[config.mk]
export PLATFORM = sky130hd
export DESIGN_NAME = hazard_fwd_ctrl
export DESIGN_NICKNAME = d
export VERILOG_FILES = /design/src/rtl/hazard_fwd_ctrl.sv
export SDC_FILE = /design/constraint.sdc
export NUM_CORES = 1
export LEC_CHECK = 0
export ABC_AREA = 0
export BUFFER_PORTS_ARGS = -buffer_cell sky130_fd_sc_hd__buf_2
export CELL_PAD_IN_SITES_DETAIL_PLACEMENT = 1
export CELL_PAD_IN_SITES_GLOBAL_PLACEMENT = 2
export CORE_UTILIZATION = 36
export DETAILED_ROUTE_END_ITERATION = 10
export PLACE_DENSITY = 0.9
export SLEW_MARGIN = 10
export SYNTH_ARGS = -nofsm -noshare
export SYNTH_HDL_FRONTEND = slang
export SYNTH_SLANG_ARGS = --single-unit
export TNS_END_PERCENT = 1
[constraint.sdc]
create_clock -name clk -period 2.6 [get_ports clk]
set_input_delay 0.52 -clock clk [delete_from_list [all_inputs] [get_ports clk]]
set_output_delay 0.52 -clock clk [all_outputs]
set_load 0.03 [all_outputs]
[src/rtl/hazard_fwd_ctrl.sv]
// hazard_fwd_ctrl: hazard detection and operand-forward select generation for the 5-stage MIPS core.
// Latency: stall and every forward select are combinational from tracker state and D inputs; the tracker advances each clk.
// Backpressure: stall freezes F/D and injects a bubble into E; mult/div conflicts hold D until the unit is free.
//
// Ports:
//   clk, reset (async, active-low)
//   d_rs/d_rt, d_rs_tuse/d_rt_tuse : D-stage sources and when each is first needed (3 = never)
//   d_wa/d_tnew                    : D-stage destination (0 = none) and cycles-after-E until forwardable
//   d_md_use, e_md_start, e_md_div : HI/LO users in D and mult/div start in E
//   stall                          : freeze F/D, bubble into E
//   fwd_rs_d/fwd_rt_d, fwd_rs_e/fwd_rt_e, fwd_rt_m : 0 = RB, 1 = M ALU, 2 = W data, 3 = E early result
//   md_busy                        : mult/div unit occupied
module hazard_fwd_ctrl #(
    parameter int MULT_LAT = 5,
    parameter int DIV_LAT  = 10
) (
    input  logic       clk,
    input  logic       reset,
    input  logic [4:0] d_rs,
    input  logic [4:0] d_rt,
    input  logic [1:0] d_rs_tuse,
    input  logic [1:0] d_rt_tuse,
    input  logic [4:0] d_wa,
    input  logic [1:0] d_tnew,
    input  logic       d_md_use,
    input  logic       e_md_start,
    input  logic       e_md_div,
    output logic       stall,
    output logic [1:0] fwd_rs_d,
    output logic [1:0] fwd_rt_d,
    output logic [1:0] fwd_rs_e,
    output logic [1:0] fwd_rt_e,
    output logic [1:0] fwd_rt_m,
    output logic       md_busy
);

    // Forward mux select codes shared with the datapath.
    localparam logic [1:0] SEL_RB    = 2'd0;
    localparam logic [1:0] SEL_ALU   = 2'd1;
    localparam logic [1:0] SEL_MUX   = 2'd2;
    localparam logic [1:0] SEL_ALUIN = 2'd3;

    localparam logic [1:0] TUSE_NONE = 2'd3;

    // Counter wide enough for the longer latency, never narrower than 4 bits.
    localparam int MAX_LAT   = (DIV_LAT > MULT_LAT) ? DIV_LAT : MULT_LAT;
    localparam int CNT_W_MIN = $clog2(MAX_LAT + 1);
    localparam int CNT_W     = (CNT_W_MIN < 4) ? 4 : CNT_W_MIN;

    localparam logic [CNT_W-1:0] MULT_LOAD = CNT_W'(MULT_LAT);
    localparam logic [CNT_W-1:0] DIV_LOAD  = CNT_W'(DIV_LAT);

    // E keeps both sources for the E-stage muxes. M only needs RT (store data);
    // its RS has no consumer so it is not kept. W results are always ready, so
    // only its destination is tracked.
    typedef struct packed {
        logic [4:0] wa;
        logic [1:0] tnew;
        logic [4:0] rs;
        logic [4:0] rt;
    } e_stage_t;

    typedef struct packed {
        logic [4:0] wa;
        logic [1:0] tnew;
        logic [4:0] rt;
    } m_stage_t;

    e_stage_t         e_q, e_d;
    m_stage_t         m_q, m_d;
    logic [4:0]       w_wa_q, w_wa_d;
    logic [CNT_W-1:0] md_cnt_q, md_cnt_d;

    logic stall_raw;
    logic md_conflict;

    // A producer matches a source only for a nonzero register index, which
    // also makes bubbles (wa = 0) invisible.
    function automatic logic reg_hit(input logic [4:0] wa, input logic [4:0] src);
        return (src != 5'd0) && (wa == src);
    endfunction

    // A source stalls when an in-flight producer of it will not be ready by
    // the time the consumer needs it.
    function automatic logic src_stall(
        input logic [4:0] src,
        input logic [1:0] tuse,
        input e_stage_t   e,
        input m_stage_t   m
    );
        logic hit;
        hit = 1'b0;
        if (tuse != TUSE_NONE) begin
            hit = (reg_hit(e.wa, src) && (e.tnew > tuse)) ||
                  (reg_hit(m.wa, src) && (m.tnew > tuse));
        end
        return hit;
    endfunction

    // Nearest matching producer decides; if it is not ready yet the select
    // falls back to RB (stall guarantees that value is never consumed).
    function automatic logic [1:0] sel_d(
        input logic [4:0] src,
        input e_stage_t   e,
        input m_stage_t   m,
        input logic [4:0] w_wa
    );
        logic [1:0] sel;
        sel = SEL_RB;
        if (reg_hit(e.wa, src)) begin
            sel = (e.tnew == 2'd0) ? SEL_ALUIN : SEL_RB;
        end else if (reg_hit(m.wa, src)) begin
            sel = (m.tnew == 2'd0) ? SEL_ALU : SEL_RB;
        end else if (reg_hit(w_wa, src)) begin
            sel = SEL_MUX;
        end
        return sel;
    endfunction

    function automatic logic [1:0] sel_e(
        input logic [4:0] src,
        input m_stage_t   m,
        input logic [4:0] w_wa
    );
        logic [1:0] sel;
        sel = SEL_RB;
        if (reg_hit(m.wa, src)) begin
            sel = (m.tnew == 2'd0) ? SEL_ALU : SEL_RB;
        end else if (reg_hit(w_wa, src)) begin
            sel = SEL_MUX;
        end
        return sel;
    endfunction

    function automatic logic [1:0] sel_m(input logic [4:0] src, input logic [4:0] w_wa);
        return reg_hit(w_wa, src) ? SEL_MUX : SEL_RB;
    endfunction

    assign md_busy = (md_cnt_q != '0);

    // Gated with reset so stall reads 0 while reset is held, even when the
    // raw D inputs (e.g. a HI/LO user next to a mult/div start) would assert it.
    always_comb begin
        md_conflict = d_md_use && (md_busy || e_md_start);
        stall_raw   = src_stall(d_rs, d_rs_tuse, e_q, m_q) ||
                      src_stall(d_rt, d_rt_tuse, e_q, m_q) ||
                      md_conflict;
        stall       = reset && stall_raw;
    end

    assign fwd_rs_d = sel_d(d_rs, e_q, m_q, w_wa_q);
    assign fwd_rt_d = sel_d(d_rt, e_q, m_q, w_wa_q);
    assign fwd_rs_e = sel_e(e_q.rs, m_q, w_wa_q);
    assign fwd_rt_e = sel_e(e_q.rt, m_q, w_wa_q);
    assign fwd_rt_m = sel_m(m_q.rt, w_wa_q);

    always_comb begin
        // A stalled D instruction stays put, so E receives a bubble.
        e_d = '0;
        if (!stall) begin
            e_d.wa   = d_wa;
            e_d.tnew = d_tnew;
            e_d.rs   = d_rs;
            e_d.rt   = d_rt;
        end

        // One stage closer to ready; saturate at 0.
        m_d.wa   = e_q.wa;
        m_d.rt   = e_q.rt;
        m_d.tnew = (e_q.tnew == 2'd0) ? 2'd0 : (e_q.tnew - 2'd1);

        w_wa_d   = m_q.wa;

        // A start always (re)loads, even while a previous op is still running.
        md_cnt_d = md_cnt_q;
        if (e_md_start) begin
            md_cnt_d = e_md_div ? DIV_LOAD : MULT_LOAD;
        end else if (md_busy) begin
            md_cnt_d = md_cnt_q - CNT_W'(1);
        end
    end

    always_ff @(posedge clk or negedge reset) begin
        if (!reset) begin
            e_q      <= '0;
            m_q      <= '0;
            w_wa_q   <= '0;
            md_cnt_q <= '0;
        end else begin
            e_q      <= e_d;
            m_q      <= m_d;
            w_wa_q   <= w_wa_d;
            md_cnt_q <= md_cnt_d;
        end
    end

endmodule

; ---- Yosys cells after proc, flatten, opt, wreduce, memory -nomap -nowiden
; Cells that the tools add are included.
[op_classes]
order_cmp = 4
n_mux = 20
n_eq_ne = 13
addsub = 2
reduce_logical = 31
[ops]
columns = operator, count
row1 = $eq A5 B5 Y1, 11
row2 = $mux W2, 13
row3 = $reduce_bool A5 Y1, 5
row4 = $logic_and A1 B1 Y1, 17
row5 = $mux W17, 1
row6 = $mux W4, 3
row7 = $gt A2 B2 Y1, 4
row8 = $logic_or A1 B1 Y1, 5
row9 = $logic_not A2 Y1, 2
row10 = $ne A2 B2 Y1 const B, 2
row11 = $reduce_bool A4 Y1, 1
row12 = $sub A4 B1 Y4 const B, 1
row13 = $mux W1, 3
row14 = $reduce_bool A2 Y1, 1
row15 = $sub A2 B1 Y2 const B, 1
[totals]
input_bits = 26
ff_bits = 38
out_inout_bits = 12
elab_cells = 79

; ---- Depth between registers and ports, before layout
[logic_depth]
depth_word = 9
mapped_depth = 9
depth_no_buf = 7

; ---- Worst setup path after synthesis
; Ideal clock, no wire load.
[synth_timing]
kind = input -> output
from = in d_rt[1]
to = out fwd_rt_d[1]
slack_ns = -0.194
stages = 5
n_path_buf = 0
arrival_time_ns = 2.274
required_ns = 2.080
cell_sequence = or4_4 > nor2_2 > nor3_1 > or4_1 > mux2i_1
[synth_via]
elab_chain_len = 5
word_cells_on_any_way = 10
cone_classes = 3 x eq/ne / 3 x mux / 4 x reduce/logical
[synth_rtl]
columns = element, line_no
row1 = "start, declared", 20  ; input logic [4:0] d_rt,
row2 = $eq A5 B5 Y1 / $reduce_bool A5 Y1 (equally long branches), 80  ; return (src != 5'd0) && (wa == src);
row3 = $logic_and A1 B1 Y1, 80
row4 = $mux W2, 114  ; end else if (reg_hit(w_wa, src)) begin
row5 = $mux W2, 112  ; end else if (reg_hit(m.wa, src)) begin
row6 = $mux W2 (*), 110  ; if (reg_hit(e.wa, src)) begin
row7 = "end, declared", 30  ; output logic [1:0] fwd_rt_d,
; Mark *: on every way between the ends. The rest lies on a longest branch, timed or not.

; ---- Worst setup path in the final report
; Ends and elaborated chain as after synthesis.

==> impl_metrics.csv <==
group,metric,value,unit
critical_path,crit_path_end_kind,"output port",
pwr,netSwitchingFraction,31.55,%
global_route,grt_antenna_before_repair,0,
placed_design,place_congestion,0.7820,
critical_path,cp_num_buf_inv,2,
sta,tightest_slew,518.6,ps
yosys,synth_warnings,0,
clock_tree,cts-htree-levels,2,
placed_design,dpl_cell_area,0.002796,mm²
floorplanning,io_pins,38,
yosys,synthXorXnorAreaFrac,20.81,%
placed_design,place_inst,352,
pwr,p_per_area,518.8,mW/mm²
critical_path,worst_ep_required_time,2080,ps
route,first_pass_iters,4,
yosys,synth-edff-count,0,
critical_path,path_class,"input port to output port",
final_layout,area.growth.synth_to_final,24.84,%
final_layout,layout.nets,319,
global_route,grt_pass1_wl,9908,µm
yosys,synthSimpleGateAreaFrac,20.91,%
yosys,synthFlopType,"dfrtp_1",
clock_tree,cts_root_buf,"clkbuf_8",
critical_path,slowest_delay,560,ps
critical_path,cp_max_fo,3,
worst_hold_path,hp-class,"input port to async pin",
placed_design,io_buffers,36,
route,routed_via_density,5.089,
final_layout,final_area,0.002943,mm²
pwr,p_comb_share,25.1,%
pwr,leakagePower,0.001340,µW
yosys,synth_compound_gate_area_share,7.537,%
yosys,async_flop_share,100.0,%
final_layout,final_cell_mix,"dfrtp_1 (38), xnor2_1 (33), buf_4 (33), buf_2 (30), xor2_1 (23)",
yosys,synth-seq-cells,38,
sta,rsz0062_at_grt,"yes",
final_layout,final_cells,361,
run_status,violations,"setup timing",
global_route,grt_max_degree,41,
floorplanning,fp.coreArea,0.006350,mm²
clock_tree,cts.sinks,38,
yosys,syn_nets,258,
critical_path,startpoint_type,"input port",
yosys,synth_top_family_by_area,"simple AND/OR/NAND/NOR gates",
pwr,clkPwrFrac,28.9,%
clock_tree,clk_latency,300,ps
pwr,power,1527,µW
critical_path,crit_slowest_cell,"or4_4",
final_layout,antenna_cells,0,
floorplanning,rows,29,
route,drcViolationCount,0,
global_route,grt_pass1_vias,2009,
route,ant_nets,0,
yosys,seq_area_frac_synth,40.34,%
sta,setup_ws,-198.0,ps
final_layout,layout_commonest_cell,"dfrtp_1",
clock_tree,clkTransAtPathRegs,80,ps
critical_path,crit_family,"simple AND/OR/NAND/NOR gates",
placed_design,place_hpwl,4581,µm
route,avgRoutedWirePerCell,16.45,µm
clock_tree,cts_tree,"yes",
pwr,ir_drop,0.0003488,V
yosys,synthAdderAreaFrac,5.308,%
global_route,grt_util_all_layers,18.58,%
floorplanning,fp.dieArea,0.006876,mm²
final_layout,fillers,718,
pwr,switchingPower,481.6,µW
sta,hold_violations,0,
critical_path,cp_cell_sequence,"buf_2, or4_4, nor2_4, nor3_1, or4_1, mux2i_2, buf_4",
route,wirelength,5940,µm
route,vias,1837,
sta,fin_crit_sh,107.6,%
yosys,synth_mux_area_share,0.8493,%
run,maxCapViolCount,0,
critical_path,crit_arrival,2280,ps
final_layout,drive_gt1_share,33.45,%
route,drtIter0Drc,64,
sta,fmax,357.4,MHz
yosys,synth_cell_type_count,45,
yosys,netlist_instances,222,
yosys,synth_area,0.002357,mm²
global_route,globalRoute.totalOverflow,0,
final_layout,multi_input_area,0.001343,mm²
floorplanning,chipHeight,82.92,µm
sta,skew,6.729,ps
final_layout,regArea,950.9,µm²
run_status,status,"finished with violations",
sta,slew_headroom,65.43,%
sta,setup_viol,5,
sta,period_minus_slack,2798,ps
yosys,postSynthAreaPerCell,10.62,µm²
clock_tree,cts.path.max_buffers,2,
pwr,p_int,1045,µW
sta,drv_slew,0,
floorplanning,fp.dieW,82.92,µm
clock_tree,cts_buffers,5,
floorplanning,start_util,37.12,%
pwr,pwr-share-seq,46.0,%
==> synth_stat cells (3+ instances only) <==
master,number,area [µm²]
a21oi_1,3,15.01
clkbuf_1,7,26.28
dfrtp_1,38,950.9
ha_1,10,125.1
inv_1,8,30.03
nand2_1,4,15.01
nand3_1,5,25.02
nor2_1,7,26.28
nor2b_1,4,25.02
nor3_1,8,40.04
nor3b_1,7,52.55
nor3b_2,10,125.1
nor4_1,7,43.79
o21a_1,3,22.52
o21ai_0,3,15.01
or4_1,5,37.54
xnor2_1,33,289.0
xor2_1,23,201.4
==> sequential cells by signal, summed over array words and instances, names as in the netlist <==
name and flops:
e_q 17, m_q 7, md_cnt_q 4, w_wa_d 5, w_wa_q 5
==> cell families after synthesis <==
group           count (synthesis)
other cells                     1
buf+inv                        20
xor+xnor                       56
flops                          38
mux                             2
compound gates                 24
fa+ha+maj                      10
simple gates                   71
==> path summary, 6_finish.rpt <==
path	slack (ps)	end	startpoint	cells after the start
hold reg to reg	460	w_wa_d[4]	e_q[16]	0
setup reg to reg	500	e_q[4]	m_q[6]	7
setup / recovery	-200	fwd_rt_d[1]	d_rt[1]	7
hold / removal	290	m_q[5]	reset	2
max in group asynchronous	1950	md_cnt_q[2]	reset	2
min in group clk	460	e_q[14]	d_wa[2]	2
==> metal layers <==
metal / share of wire, % / global-route usage, %
met1: 44 / 22.94
met5: 0 / 0
met3: 2.7 / 3.479
met4: 1.6 / 5.486
met2: 52 / 32.86
==> power by group through the flow <==
stage	clock, µW	combinational [µW]	sequential (µW)
2_1_floorplan	0	250	692
3_3_place_gp	0	364	711
3_5_place_dp	0	376	715
4_1_cts	450	382	703
5_1_grt	476	427	710
6_report	441	384	702
==> final cells by class <==
class                   count  share of cell area [%]
multi-input cells         164                   45.62
inverters                   8                   1.020
repair buffers             66                   14.54
clock buffers               6                   2.806
clock inverters             2                  0.4252
flip-flops and latches     38                   32.31
well taps                  77                   3.274
==> what timing repair did <==
action,4_1_cts,5_1_grt
gates resized for setup,6,7
buffers inserted,0,1
pin swaps,0,5
hold buffers,0,0
cloned,0,0
endpoints found under the setup margin,5,6
==> through the flow <==
stage               TNS [ps]  hold WS (ps)  util (%)  worst slack, ps
CTS                   -639.5         309.1     45.81           -215.9
global route          -873.3         332.3     46.34           -242.6
finish                -517.5         290.4     46.34           -198.0
detailed placement    -642.3         440.8     44.04           -246.4
floorplan             -97.80         224.4         -           -74.28
global placement      -560.0         442.3     44.04           -232.0
==> worst register-to-register path, cell delays in order (launching register included) <==
cell     delay (ps)
dfrtp_1         470
ha_1            320
nor2b_1         130
o21ai_0         190
nor4_1          100
o31a_1          300
buf_4           210
nor3b_1         280
(Power assumes the default switching activity.)
